<file path="config.mk">
export PLATFORM = sky130hd
export DESIGN_NAME = snake_tick_scheduler
export DESIGN_NICKNAME = d
export VERILOG_FILES = /design/src/rtl/snake_tick_scheduler.sv
export SDC_FILE = /design/constraint.sdc
export NUM_CORES = 1
export LEC_CHECK = 0
export BUFFER_PORTS_ARGS = -buffer_cell sky130_fd_sc_hd__buf_4
export CAP_MARGIN = 20
export CORE_AREA = 2 2 74 76
export DETAILED_ROUTE_END_ITERATION = 7
export DIE_AREA = 0 0 76 78
export PLACE_DENSITY = 0.68
export SETUP_SLACK_MARGIN = 0.4
export SLEW_MARGIN = 10
export SYNTH_ARGS = -nofsm -noshare
export SYNTH_HDL_FRONTEND = slang
export SYNTH_SLANG_ARGS = --single-unit
export TNS_END_PERCENT = 20
</file>
<file path="constraint.sdc">
create_clock -name CLK -period 8.4 [get_ports CLK]
set_clock_uncertainty 0.2 [all_clocks]
set_input_delay 0 -clock CLK [delete_from_list [all_inputs] [get_ports CLK]]
set_output_delay 0 -clock CLK [all_outputs]
set_load 0.03 [all_outputs]
</file>
<file path="src/rtl/snake_tick_scheduler.sv">
// Snake game timing controller: prescaler -> ms counter -> move tick,
// run-state FSM, speed level and move req/ack handshake.
module snake_tick_scheduler #(
    parameter int CLK_DIV_MAX    = 99999,
    parameter int BASE_PERIOD_MS = 250,
    parameter int STEP_MS        = 20,
    parameter int MIN_PERIOD_MS  = 50,
    parameter int LEVEL_WIDTH    = 4
) (
    input  logic                   CLK,
    input  logic                   RESET,
    input  logic                   START_IN,
    input  logic                   PAUSE_TOGGLE_IN,
    input  logic                   GAME_OVER_IN,
    input  logic                   LEVEL_UP_IN,
    input  logic                   MOVE_ACK_IN,
    output logic                   MOVE_REQ_OUT,
    output logic                   MISSED_TICK_OUT,
    output logic [1:0]             STATE_OUT,
    output logic [LEVEL_WIDTH-1:0] LEVEL_OUT,
    output logic [9:0]             PERIOD_MS_OUT
);

    localparam int PS_W = (CLK_DIV_MAX > 0) ? $clog2(CLK_DIV_MAX + 1) : 1;
    localparam int PW   = LEVEL_WIDTH + 16;

    localparam logic [PS_W-1:0]        PS_MAX  = PS_W'(CLK_DIV_MAX);
    localparam logic [PW-1:0]          SLACK   = PW'(BASE_PERIOD_MS - MIN_PERIOD_MS);
    localparam logic [PW-1:0]          BASE_W  = PW'(BASE_PERIOD_MS);
    localparam logic [PW-1:0]          STEP_W  = PW'(STEP_MS);
    localparam logic [LEVEL_WIDTH-1:0] LVL_MAX = '1;

    typedef enum logic [1:0] {
        S_IDLE   = 2'd0,
        S_RUN    = 2'd1,
        S_PAUSED = 2'd2,
        S_OVER   = 2'd3
    } state_e;

    state_e                 state_q, state_d;
    logic [PS_W-1:0]        ps_q, ps_d;
    logic [9:0]             ms_q, ms_d;
    logic [LEVEL_WIDTH-1:0] level_q, level_d;
    logic [9:0]             period_q, period_d;
    logic                   req_q, req_d;
    logic                   miss_q, miss_d;

    logic                   restart;
    logic                   to_over;
    logic                   strobe;
    logic                   tick;
    logic [PW-1:0]          reduce;

    // Run-state transitions; game over beats start beats pause.
    always_comb begin
        state_d = state_q;
        restart = 1'b0;
        to_over = 1'b0;
        unique case (state_q)
            S_IDLE: begin
                if (START_IN) begin
                    state_d = S_RUN;
                    restart = 1'b1;
                end
            end
            S_RUN: begin
                if (GAME_OVER_IN) begin
                    state_d = S_OVER;
                    to_over = 1'b1;
                end else if (PAUSE_TOGGLE_IN) begin
                    state_d = S_PAUSED;
                end
            end
            S_PAUSED: begin
                if (GAME_OVER_IN) begin
                    state_d = S_OVER;
                    to_over = 1'b1;
                end else if (PAUSE_TOGGLE_IN) begin
                    state_d = S_RUN;
                end
            end
            S_OVER: begin
                if (START_IN) begin
                    state_d = S_RUN;
                    restart = 1'b1;
                end
            end
        endcase
    end

    // Counter chain, handshake, level and period next-state.
    always_comb begin
        ps_d     = ps_q;
        ms_d     = ms_q;
        req_d    = req_q;
        miss_d   = 1'b0;
        level_d  = level_q;
        strobe   = (state_q == S_RUN) && (ps_q == PS_MAX);
        // >= so a level-up that shrinks the period below the count
        // wraps on the next strobe instead of overshooting.
        tick     = strobe && (ms_q >= (period_q - 10'd1));
        reduce   = PW'(level_q) * STEP_W;
        period_d = (reduce <= SLACK) ? 10'(BASE_W - reduce)
                                     : 10'(MIN_PERIOD_MS);

        if (restart || to_over) begin
            ps_d = '0;
            ms_d = '0;
        end else if (state_q == S_RUN) begin
            ps_d = strobe ? '0 : ps_q + 1'b1;
            if (strobe) begin
                ms_d = tick ? 10'd0 : ms_q + 10'd1;
            end
        end

        if (restart || to_over) begin
            req_d = 1'b0;
        end else if (tick) begin
            req_d  = 1'b1;
            miss_d = req_q && !MOVE_ACK_IN;
        end else if (MOVE_ACK_IN && req_q) begin
            req_d = 1'b0;
        end

        if (restart) begin
            level_d = '0;
        end else if (LEVEL_UP_IN && !to_over &&
                     (state_q == S_RUN || state_q == S_PAUSED) &&
                     level_q != LVL_MAX) begin
            level_d = level_q + 1'b1;
        end
    end

    // State register with synchronous reset.
    always_ff @(posedge CLK) begin
        if (RESET) begin
            state_q  <= S_IDLE;
            ps_q     <= '0;
            ms_q     <= '0;
            level_q  <= '0;
            period_q <= 10'(BASE_PERIOD_MS);
            req_q    <= 1'b0;
            miss_q   <= 1'b0;
        end else begin
            state_q  <= state_d;
            ps_q     <= ps_d;
            ms_q     <= ms_d;
            level_q  <= level_d;
            period_q <= period_d;
            req_q    <= req_d;
            miss_q   <= miss_d;
        end
    end

    assign MOVE_REQ_OUT    = req_q;
    assign MISSED_TICK_OUT = miss_q;
    assign STATE_OUT       = state_q;
    assign LEVEL_OUT       = level_q;
    assign PERIOD_MS_OUT   = period_q;

endmodule
</file>
==> results of run 1 <==
==> metrics by stage <==
stage                     util, %  hold slack [ns]  setup slack (ns)  total power [mW]  std cells
final                       57.07          0.02419             5.244            0.5263        401
after global routing        57.07          0.04761             5.027            0.5522        401
after CTS                   56.92          0.01533             5.235            0.5294        400
after detailed placement    53.03          0.05972             5.266            0.3290        386
after global placement      53.03          0.06174             5.284            0.3288        386
after floorplan                 -         -0.04722             5.335            0.3054        307
==> layout by cell type (no fill, tap or decap), drive strengths merged, types with 3 or more instances in the layout <==
| cell | synthesis | final |
|---|---|---|
| nand2 | 30 | 30 |
| nor4 | 4 | 4 |
| nand4 | 7 | 7 |
| nand4b | 3 | 3 |
| xor2 | 6 | 6 |
| xnor2 | 15 | 15 |
| inv | 23 | 23 |
| ha | 21 | 21 |
| clkbuf | 5 | 5 |
| a21o | 6 | 6 |
| nand2b | 3 | 3 |
| a31oi | 9 | 9 |
| nor3 | 6 | 6 |
| and4 | 3 | 3 |
| a21oi | 12 | 12 |
| dlygate4sd3 | 0 | 6 |
| nand3b | 3 | 3 |
| buf | 8 | 23 |
| nor4b | 5 | 5 |
| nand3 | 23 | 23 |
| o21ai | 7 | 7 |
| dfxtp | 43 | 43 |
| a211oi | 4 | 4 |
| nor2 | 40 | 40 |
==> worst register-to-register path: stages (launching register included) <==
cell and delay [ns]:
dfxtp_1 0.59, ha_1 0.32, ha_1 0.23, inv_1 0.07, fa_1 0.47, or4b_4 0.57, o21ai_2 0.13, o21ai_2 0.08
a211oi_2 0.29, and2_1 0.16
==> power groups by stage <==
stage	sequential [mW]	clock (mW)	combinational, mW
final	0.223	0.193	0.111
after global routing	0.225	0.203	0.125
after CTS	0.222	0.195	0.112
after detailed placement	0.227	0	0.102
after global placement	0.227	0	0.101
after floorplan	0.239	0	0.0669
==> registers in the layout, summed over array words and instances, names as in the netlist <==
register and cells:
ms_q 10, STATE_OUT 2, ps_q 17, LEVEL_OUT 4
MOVE_REQ_OUT 1, MISSED_TICK_OUT 1, PERIOD_MS_OUT 8
==> cells by family after synthesis <==
family	Yosys count	share of synthesized area [%]
AND/OR/NAND/NOR	137	27.63
AO/OA/AOI/OAI	45	11.98
flip-flops	43	34.63
buffers and inverters	36	6.290
adder cells (fa/ha/maj)	22	11.37
XOR/XNOR	21	7.398
other	2	0.3021
multiplexers	1	0.4026
==> repair_timing <==
| item | in CTS | in global routing |
|---|---|---|
| endpoints found under the hold margin | 16 | 0 |
| resized for setup | 0 | 0 |
| hold buffers | 6 | 0 |
| setup endpoints to repair | 0 | 0 |
==> cell type report <==
cell class	count	area [µm²]	area share, %
repair buffers	29	232.7	8.087
clock buffers	5	68.82	2.391
clock inverters	3	67.56	2.348
inverters	23	86.33	3.000
multi-input cells	228	1474	51.22
well taps	70	87.58	3.043
flip-flops and latches	43	860.8	29.91
==> per-layer routing <==
layer	GRT usage [%]	routed length, µm	vias up
met1	23.63	2455	1000
met4	7.273	79	0
met5	0	0	-
met3	3.953	191	5
li1	-	-	1102
met2	28.93	2265	50
==> worst min-delay path by stage <==
stage,start,slack [ns],endpoint,depth (start not counted)
after floorplan,GAME_OVER_IN,-0.05,STATE_OUT[0]$_SDFFE_PP0P_,2
after global placement,RESET,0.06,STATE_OUT[0]$_SDFFE_PP0P_,2
after detailed placement,RESET,0.06,STATE_OUT[0]$_SDFFE_PP0P_,2
after CTS,LEVEL_UP_IN,0.02,LEVEL_OUT[2]$_SDFFE_PP0P_,5
after global routing,LEVEL_UP_IN,0.05,LEVEL_OUT[2]$_SDFFE_PP0P_,5
final,LEVEL_UP_IN,0.02,LEVEL_OUT[2]$_SDFFE_PP0P_,5
==> results.json, run 1 <==
{
  "run_status": "finished, final reports clean",
  "worst-path-max-fanout": 12,
  "cellPowerDensity_nw_per_um2": 182.9,
  "ir_drop_mv": 0.09169,
  "ios": 25,
  "clk_path_buf_depth": 2,
  "avgSynthCellArea_um2": 8.098,
  "fp.dieH_um": 78,
  "maxSlewViolCount": 0,
  "start_util_pct": 49.31,
  "syn_inst": 307,
  "num_rows": 26,
  "p_comb_share_pct": 21.1,
  "ys_async_sr_fraction_pct": 0,
  "sequentialPowerShare_pct": 42.3,
  "synth-edff-count": 0,
  "r2r-start": "LEVEL_OUT[3]$_SDFFE_PP0P_",
  "setup.worst_path.class": "flop to flop",
  "leakage_nw": 1.096,
  "antenna_cells": 0,
  "path_buf_inv": 1,
  "hold_viol_final": 0,
  "synth_top_area_cell": "dfxtp_1",
  "cts.reportedPaths.clkPinSlew_ns": 0.08,
  "endpoint": "PERIOD_MS_OUT[8]$_SDFF_PP0_",
  "port_buffers": 22,
  "wl_per_cell_um": 12.45,
  "synth_most_common_cell": "dfxtp_1",
  "synth-seq-area-share_pct": 34.63,
  "fin_area_um2": 2878,
  "slew_headroom_pct": 59.63,
  "cts_buffers": 5,
  "grt_use_total_pct": 18.02,
  "vias": 2157,
  "ys_top_cells_by_area": "dfxtp_1 (35%), ha_1 (11%), nor2_1 (6.0%), xnor2_1 (5.3%), nand3_1 (4.6%)",
  "cp_num_cells": 9,
  "arrival_ns": 3.20,
  "dpl.hpwl_um": 3599,
  "cp.required_ns": 8.44,
  "drt_iter0_drc": 156,
  "root_buffer": "clkbuf_8",
  "drive_above_1_share_pct": 11.48,
  "grt_max_degree": 21,
  "area_growth_syn_to_layout_pct": 15.75,
  "yosys_warnings": 0,
  "gr-total-overflow": 0,
  "synth_common_cells": "dfxtp_1 (43), nor2_1 (40), nand2_1 (30)",
  "cts_tree": "yes",
  "htreeDepth": 2,
  "drc": 0,
  "postRouteAntennaNets": 0,
  "p_int_mw": 0.3769,
  "synth_top_area_share_pct": 34.63,
  "ys_types": 43,
  "cts_sinks": 43,
  "worstReg2RegEnd": "PERIOD_MS_OUT[8]$_SDFF_PP0_",
  "vias_per_cell": 5.379,
  "crit_start": "LEVEL_OUT[3]$_SDFFE_PP0P_",
  "fmax_ghz": 0.3169,
  "min_path_type": "primary input to flop",
  "cpPeakStageDelay_ns": 0.59,
  "tns_ns": 0,
  "dieArea_um2": 5928,
  "r2r_slack_ns": 5.24,
  "period_minus_slack_ns": 3.156,
  "die_width_um": 76,
  "swShare_pct": 28.38,
  "antenna_found_initial": 0,
  "clockPowerShare_pct": 36.6,
  "rsz0062_at_grt": "no",
  "globalplace.congestion": 0.8532,
  "path_cells": "ha_1, ha_1, inv_1, fa_1, or4b_4, o21ai_2, o21ai_2, a211oi_2, and2_1",
  "worstMarginPinSlew_ns": 0.6037,
  "cts_setup_buffers": 0,
  "grt_pass1_vias": 1952,
  "grt_pass1_wl_um": 8756,
  "crit_path_top_delay_cell": "dfxtp_1",
  "fill_cells": 461,
  "start_kind": "flop",
  "synth_area_um2": 2486,
  "ff2ff_path_depth": 9,
  "synth-main-ff-cell": "dfxtp_1",
  "clock_latency_ns": 0.30,
  "max_cap_viol_count": 0,
  "core_um2": 5042,
  "setup_violations": 0,
  "endpoint_kind": "flop",
  "crit_family": "adder cells",
  "totalWireLength_um": 4991,
  "switching_power_mw": 0.1494,
  "nets": 359,
  "place_area_um2": 2674,
  "ys_ff_latch": 43,
  "syn_nets": 336,
  "first_pass_iters": 4,
  "timing.final.crit_share_pct": 37.57
}
(Power assumes the default switching activity.)
==> run 2, diff against run 1 <==
- clock period: 8.4 -> 3.18 ns (I/O delays scaled with it)
==> run 2 against run 1 <==
Global-route usage rose by 0.68 points. Fmax is 16% higher. Register-to-register slack got worse by 4.8 ns. Non-clock buffer count up 5. Setup slack lost 4.8 ns. Sequential share of layout area increased by 0.13 points. Clock power grew 76%. Final area up 0.74%. Critical path depth unchanged. Die area is the same. Critical path type unchanged. Clock-buffer cell count increased by 2. Wire length up 4.3%.
==> results.json, run 2 (synthesized netlist as in run 1, its figures left out) <==
{
  "run_status": "finished, final reports clean",
  "dpl.hpwl_um": 3689,
  "drt_iter0_drc": 113,
  "tns_ns": 0,
  "dieArea_um2": 5928,
  "period_minus_slack_ns": 2.725,
  "ff2ff_path_depth": 9,
  "swShare_pct": 31.77,
  "switching_power_mw": 0.3909,
  "crit_path_top_delay_cell": "or4b_4",
  "regMostFlops": "ps_q",
  "port_buffers": 22,
  "setup.worst_path.class": "flop to flop",
  "first_pass_iters": 4,
  "holdPathEnd": "LEVEL_OUT[2]$_SDFFE_PP0P_",
  "cts_buffers": 5,
  "r2r_slack_ns": 0.46,
  "ir_drop_mv": 0.3201,
  "endpoint_kind": "flop",
  "vias": 2134,
  "min_path_cells": 5,
  "grt_pass1_wl_um": 9025,
  "globalplace.congestion": 0.8520,
  "fill_cells": 444,
  "cts_sinks": 43,
  "setup_violations": 0,
  "fin_area_um2": 2899,
  "seqCellArea_um2": 870.8,
  "hold_viol_final": 0,
  "place_area_um2": 2699,
  "final_cell_mix": "nor2_1 (40), dfxtp_1 (39), nand2_1 (30), buf_4 (28)",
  "start_kind": "flop",
  "gr-total-overflow": 0,
  "slew_headroom_pct": 58.47,
  "fmax_ghz": 0.3670,
  "antenna_found_initial": 0,
  "htreeDepth": 2,
  "p_int_mw": 0.8396,
  "rsz0062_at_grt": "yes",
  "cp.required_ns": 3.23,
  "arrival_ns": 2.78,
  "leakage_nw": 1.102,
  "min_path_type": "primary input to flop",
  "worst-path-max-fanout": 9,
  "wl_per_cell_um": 12.83,
  "drive_above_1_share_pct": 14.58,
  "die_width_um": 76,
  "antenna_cells": 0,
  "timing.final.crit_share_pct": 85.68,
  "crit_path_frequent_cell": "o21ai_2",
  "multiInputGateArea_um2": 1503,
  "core_um2": 5042,
  "path_cells": "ha_1, ha_2, inv_1, fa_2, or4b_4, o21ai_2, o21ai_2, a211oi_4, and2_1",
  "drc": 0,
  "clk_path_buf_depth": 2,
  "grt_pass1_vias": 1984,
  "maxSlewViolCount": 0,
  "postRouteAntennaNets": 0,
  "r2r-start": "LEVEL_OUT[2]$_SDFFE_PP0P_",
  "cpPeakStageDelay_ns": 0.50,
  "mostFrequentLayoutCell": "nor2_1",
  "vias_per_cell": 5.256,
  "largest_reg_flops": 17,
  "grt_max_degree": 21,
  "area_growth_syn_to_layout_pct": 16.61,
  "ios": 25,
  "fp.dieH_um": 78,
  "num_rows": 26,
  "clock_latency_ns": 0.30,
  "cellPowerDensity_nw_per_um2": 424.4,
  "clockPowerShare_pct": 27.7,
  "hold_start": "LEVEL_UP_IN",
  "cts_tree": "yes",
  "start_util_pct": 49.31,
  "cts.reportedPaths.clkPinSlew_ns": 0.08,
  "p_comb_share_pct": 24.7,
  "sequentialPowerShare_pct": 47.6,
  "worstReg2RegEnd": "PERIOD_MS_OUT[2]$_SDFF_PP0_",
  "totalWireLength_um": 5207,
  "finish.utilization_pct": 57.49,
  "root_buffer": "clkbuf_8",
  "grt_use_total_pct": 18.70,
  "nets": 364,
  "worstMarginPinSlew_ns": 0.6211,
  "max_cap_viol_count": 0
}
## run 2: cell count changes in the layout (fill, tap and decap cells not counted), sizes merged
cell | before | now
buf | 23 | 28
bufinv | 2 | 0
clkbuf | 5 | 7
clkinv | 0 | 1
clkinvlp | 1 | 0
## run 2: power groups by stage
stage,logic (mW),registers [mW],clock network [mW]
floorplan,0.177,0.631,0
CTS,0.304,0.586,0.346
global route,0.335,0.590,0.366
global placement,0.275,0.601,0
detailed placement,0.280,0.602,0
finish,0.304,0.586,0.340
## run 2: area by class of cell
| class | instances | share of cell area, % |
|---|---|---|
| clock buffer | 7 | 2.633 |
| clock inverter | 1 | 0.1726 |
| inverter | 23 | 2.978 |
| multi-input combinational | 228 | 51.83 |
| sequential | 43 | 30.04 |
| tap | 70 | 3.021 |
| timing repair buffer | 34 | 9.322 |
## run 2: worst max-delay path, delay by kind of cell (launching register included)
| kind | cells | cell delay (ns) |
|---|---|---|
| flops | 1 | 0.44 |
| compound gates | 3 | 0.52 |
| buf+inv | 1 | 0.05 |
| simple gates | 2 | 0.66 |
| fa+ha+maj | 3 | 0.80 |
## run 2: metal layers
layer  GRT usage, %  up-vias  share of wire, %
li1               -     1112                 -
met1          24.34      971                48
met2          29.55       38                45
met3          3.721       13               4.1
met4          9.455        0               2.5
met5              0        -                 0
## run 2: per-stage QoR
stage / hold WS (ns) / setup WS [ns] / instances / total power, mW
floorplan: -0.04722 / 0.4082 / 307 / 0.8083
detailed placement: 0.06974 / 0.2137 / 388 / 0.8815
global route: 0.06061 / 0.3287 / 406 / 1.291
global placement: 0.06226 / 0.2685 / 388 / 0.8758
finish: 0.02720 / 0.4553 / 406 / 1.230
CTS: 0.02415 / 0.4000 / 406 / 1.237
## run 2: what timing repair did
item | 4_1_cts | 5_1_grt
setup endpoints to repair | 7 | 7
pin swaps | 6 | 1
resized for setup | 3 | 2
buffers inserted | 4 | 0
hold endpoints to repair | 16 | 0
hold buffers | 6 | 0
cloned | 0 | 0
## run 2: worst max-delay path by stage
stage / endpoint / slack (ns) / start / depth (start not counted)
after floorplan: PERIOD_MS_OUT[2]$_SDFF_PP0_ / 0.41 / LEVEL_OUT[1]$_SDFFE_PP0P_ / 9
after global placement: PERIOD_MS_OUT[2]$_SDFF_PP0_ / 0.27 / LEVEL_OUT[3]$_SDFFE_PP0P_ / 9
after detailed placement: PERIOD_MS_OUT[2]$_SDFF_PP0_ / 0.21 / LEVEL_OUT[3]$_SDFFE_PP0P_ / 9
after CTS: PERIOD_MS_OUT[2]$_SDFF_PP0_ / 0.40 / LEVEL_OUT[0]$_SDFFE_PP0P_ / 9
after global routing: PERIOD_MS_OUT[2]$_SDFF_PP0_ / 0.33 / LEVEL_OUT[2]$_SDFFE_PP0P_ / 9
final: PERIOD_MS_OUT[2]$_SDFF_PP0_ / 0.46 / LEVEL_OUT[2]$_SDFFE_PP0P_ / 9
==> run 3, diff against run 2 <==
--- a/config.mk
+++ b/config.mk
@@ -12,4 +12,5 @@
 export DIE_AREA = 0 0 76 78
 export PLACE_DENSITY = 0.68
+export REMOVE_ABC_BUFFERS = 1
 export SETUP_SLACK_MARGIN = 0.4
 export SLEW_MARGIN = 10
==> constraint.sdc (replaced) <==
create_clock -name CLK -period 3.18 [get_ports CLK]
set_clock_uncertainty 0.2 [all_clocks]
set_input_delay 0.477 -clock CLK [delete_from_list [all_inputs] [get_ports CLK]]
set_output_delay 0.477 -clock CLK [all_outputs]
set_load 0.03 [all_outputs]
==> run 3 against run 2 <==
Total power grew 11%. Flip-flop and latch count is the same. Sequential power shrank 1%. Critical endpoint is now PERIOD_MS_OUT[5]$_SDFF_PP1_. Clock-buffer cell count shrank 1. Combinational power shrank 6%. Largest cell class unchanged. Die area is the same. Wire length shrank 0.48%. Fmax shrank 1.5%. Final area shrank 1.2%. Highest routed layer unchanged. Sequential share of layout area is essentially flat. First-iteration DRC count shrank 12%.
==> results.json, run 3 (synthesized netlist as in run 1, its figures left out) <==
{
  "run_status": "finished, final reports clean",
  "cts.reportedPaths.clkPinSlew_ns": 0.08,
  "start_util_pct": 49.31,
  "drt_iter0_drc": 99,
  "tns_ns": 0,
  "vias": 2135,
  "r2r-start": "LEVEL_OUT[1]$_SDFFE_PP0P_",
  "drc": 0,
  "cp.required_ns": 3.15,
  "path_cells": "ha_1, ha_2, inv_2, fa_2, or4b_4, o21ai_2, o21ai_2, a211oi_2, nand2_1",
  "cpPeakStageDelay_ns": 0.51,
  "setup_violations": 0,
  "htreeDepth": 2,
  "hold_start": "RESET",
  "start_kind": "flop",
  "num_rows": 26,
  "antenna_found_initial": 0,
  "area_growth_syn_to_layout_pct": 15.20,
  "vias_per_cell": 5.324,
  "sequentialPowerShare_pct": 42.3,
  "worst-path-max-fanout": 4,
  "stdcell_count": 401,
  "mostFrequentLayoutCell": "dfxtp_1",
  "leakage_nw": 1.101,
  "wl_per_cell_um": 12.92,
  "p_int_mw": 0.9806,
  "hold_viol_final": 0,
  "swShare_pct": 28.34,
  "cts_hold_buf": 0,
  "total_power_mw": 1.368,
  "hold_ws_ns": 0.2369,
  "antenna_cells": 0,
  "crit_family": "adder cells",
  "clock_latency_ns": 0.29,
  "crit_start": "LEVEL_OUT[1]$_SDFFE_PP0P_",
  "final_cell_mix": "dfxtp_1 (43), nor2_1 (40), nand2_1 (30), buf_4 (29), nand3_1 (23)",
  "ios": 25,
  "globalplace.congestion": 0.8763,
  "dpl.hpwl_um": 3784,
  "die_width_um": 76,
  "gr-total-overflow": 0,
  "worstMarginPinSlew_ns": 0.6228,
  "dieArea_um2": 5928,
  "cts_tree": "yes",
  "drive_above_1_share_pct": 13.90,
  "port_buffers": 22,
  "first_pass_iters": 4,
  "cts_buffers": 5,
  "largest_reg_flops": 17,
  "cellPowerDensity_nw_per_um2": 477.8,
  "rsz0062_at_grt": "yes",
  "path_buf_inv": 1,
  "postRouteAntennaNets": 0,
  "regMostFlops": "ps_q",
  "clockPowerShare_pct": 36.7,
  "grt_pass1_wl_um": 8976,
  "period_minus_slack_ns": 2.765,
  "timing.final.crit_share_pct": 86.95,
  "nets": 359,
  "crit_path_frequent_cell": "o21ai_2",
  "min_path_type": "primary input to flop",
  "fmax_ghz": 0.3616,
  "placed_cells_incl_taps": 392,
  "max_cap_viol_count": 0,
  "maxSlewViolCount": 0,
  "slew_headroom_pct": 58.35,
  "arrival_ns": 2.73,
  "root_buffer": "clkbuf_8",
  "cts_sinks": 43,
  "clk_path_buf_depth": 2,
  "setup.worst_path.class": "flop to flop",
  "crit_path_top_delay_cell": "or4b_4",
  "grt_pass1_vias": 2004,
  "grt_use_total_pct": 18.44,
  "endpoint_kind": "flop",
  "fp.dieH_um": 78,
  "fin_ws_ns": 0.4149,
  "switching_power_mw": 0.3878,
  "grt_max_degree": 16,
  "core_um2": 5042,
  "pre_cts_slack_ns": 0.2847,
  "totalWireLength_um": 5182,
  "p_comb_share_pct": 21.0,
  "ir_drop_mv": 0.2569
}
[run 3: changes by cell type in the layout (fill, tap and decap cells not counted), moves of 2 or more]
cell,delta
dfxtp_4,-2
dfxtp_1,+4
dlygate4sd3_1,-6
bufinv_16,+2
dfxtp_2,-2
[run 3: path summary, 6_finish.rpt]
path                                 endpoint  slack (ns)  depth (start not counted)
setup reg to reg  PERIOD_MS_OUT[5]$_SDFF_PP1_        0.41                          9
hold / removal      STATE_OUT[1]$_SDFFE_PP0P_        0.24                          2
setup / recovery  PERIOD_MS_OUT[5]$_SDFF_PP1_        0.41                          9
hold reg to reg    MISSED_TICK_OUT$_SDFF_PP0_        0.30                          2
[run 3: power groups by stage]
stage,clock network (mW),logic [mW],registers [mW]
6_report,0.502,0.287,0.579
5_1_grt,0.533,0.317,0.584
4_1_cts,0.511,0.289,0.580
3_5_place_dp,0,0.287,0.593
3_3_place_gp,0,0.284,0.592
2_1_floorplan,0,0.160,0.630
[run 3: worst reg2reg max path, delay by kind of cell (launching register included)]
family	cells	cell delay (ns)
simple gates	2	0.62
buf+inv	1	0.06
fa+ha+maj	3	0.95
flops	1	0.32
compound gates	3	0.49
[run 3: layout make-up]
type	count	area, µm²
well taps	70	87.58
repair buffers	29	217.7
clock inverters	2	60.06
inverters	23	86.33
flip-flops and latches	43	860.8
fillers	464	2178
clock buffers	6	72.57
multi-input cells	228	1479
[run 3: through the flow]
step	utilization, %	instance area [µm²]
2_1_floorplan	-	2416
3_3_place_gp	53.92	2719
3_5_place_dp	53.92	2719
4_1_cts	56.80	2864
5_1_grt	56.80	2864
6_report	56.80	2864
[run 3: metal layers]
layer	vias up	part of all wire (%)	GRT usage (%)
met4	0	1.4	8.182
met1	995	48	22.75
met3	7	2.7	3.256
met5	-	0	0
li1	1105	-	-
met2	28	48	31.61
[run 3: what timing repair did]
item / in CTS / in global routing
setup endpoints to repair: 7 / 7
setup buffers: 1 / 0
gates resized for setup: 3 / 0
pin swaps: 5 / 0
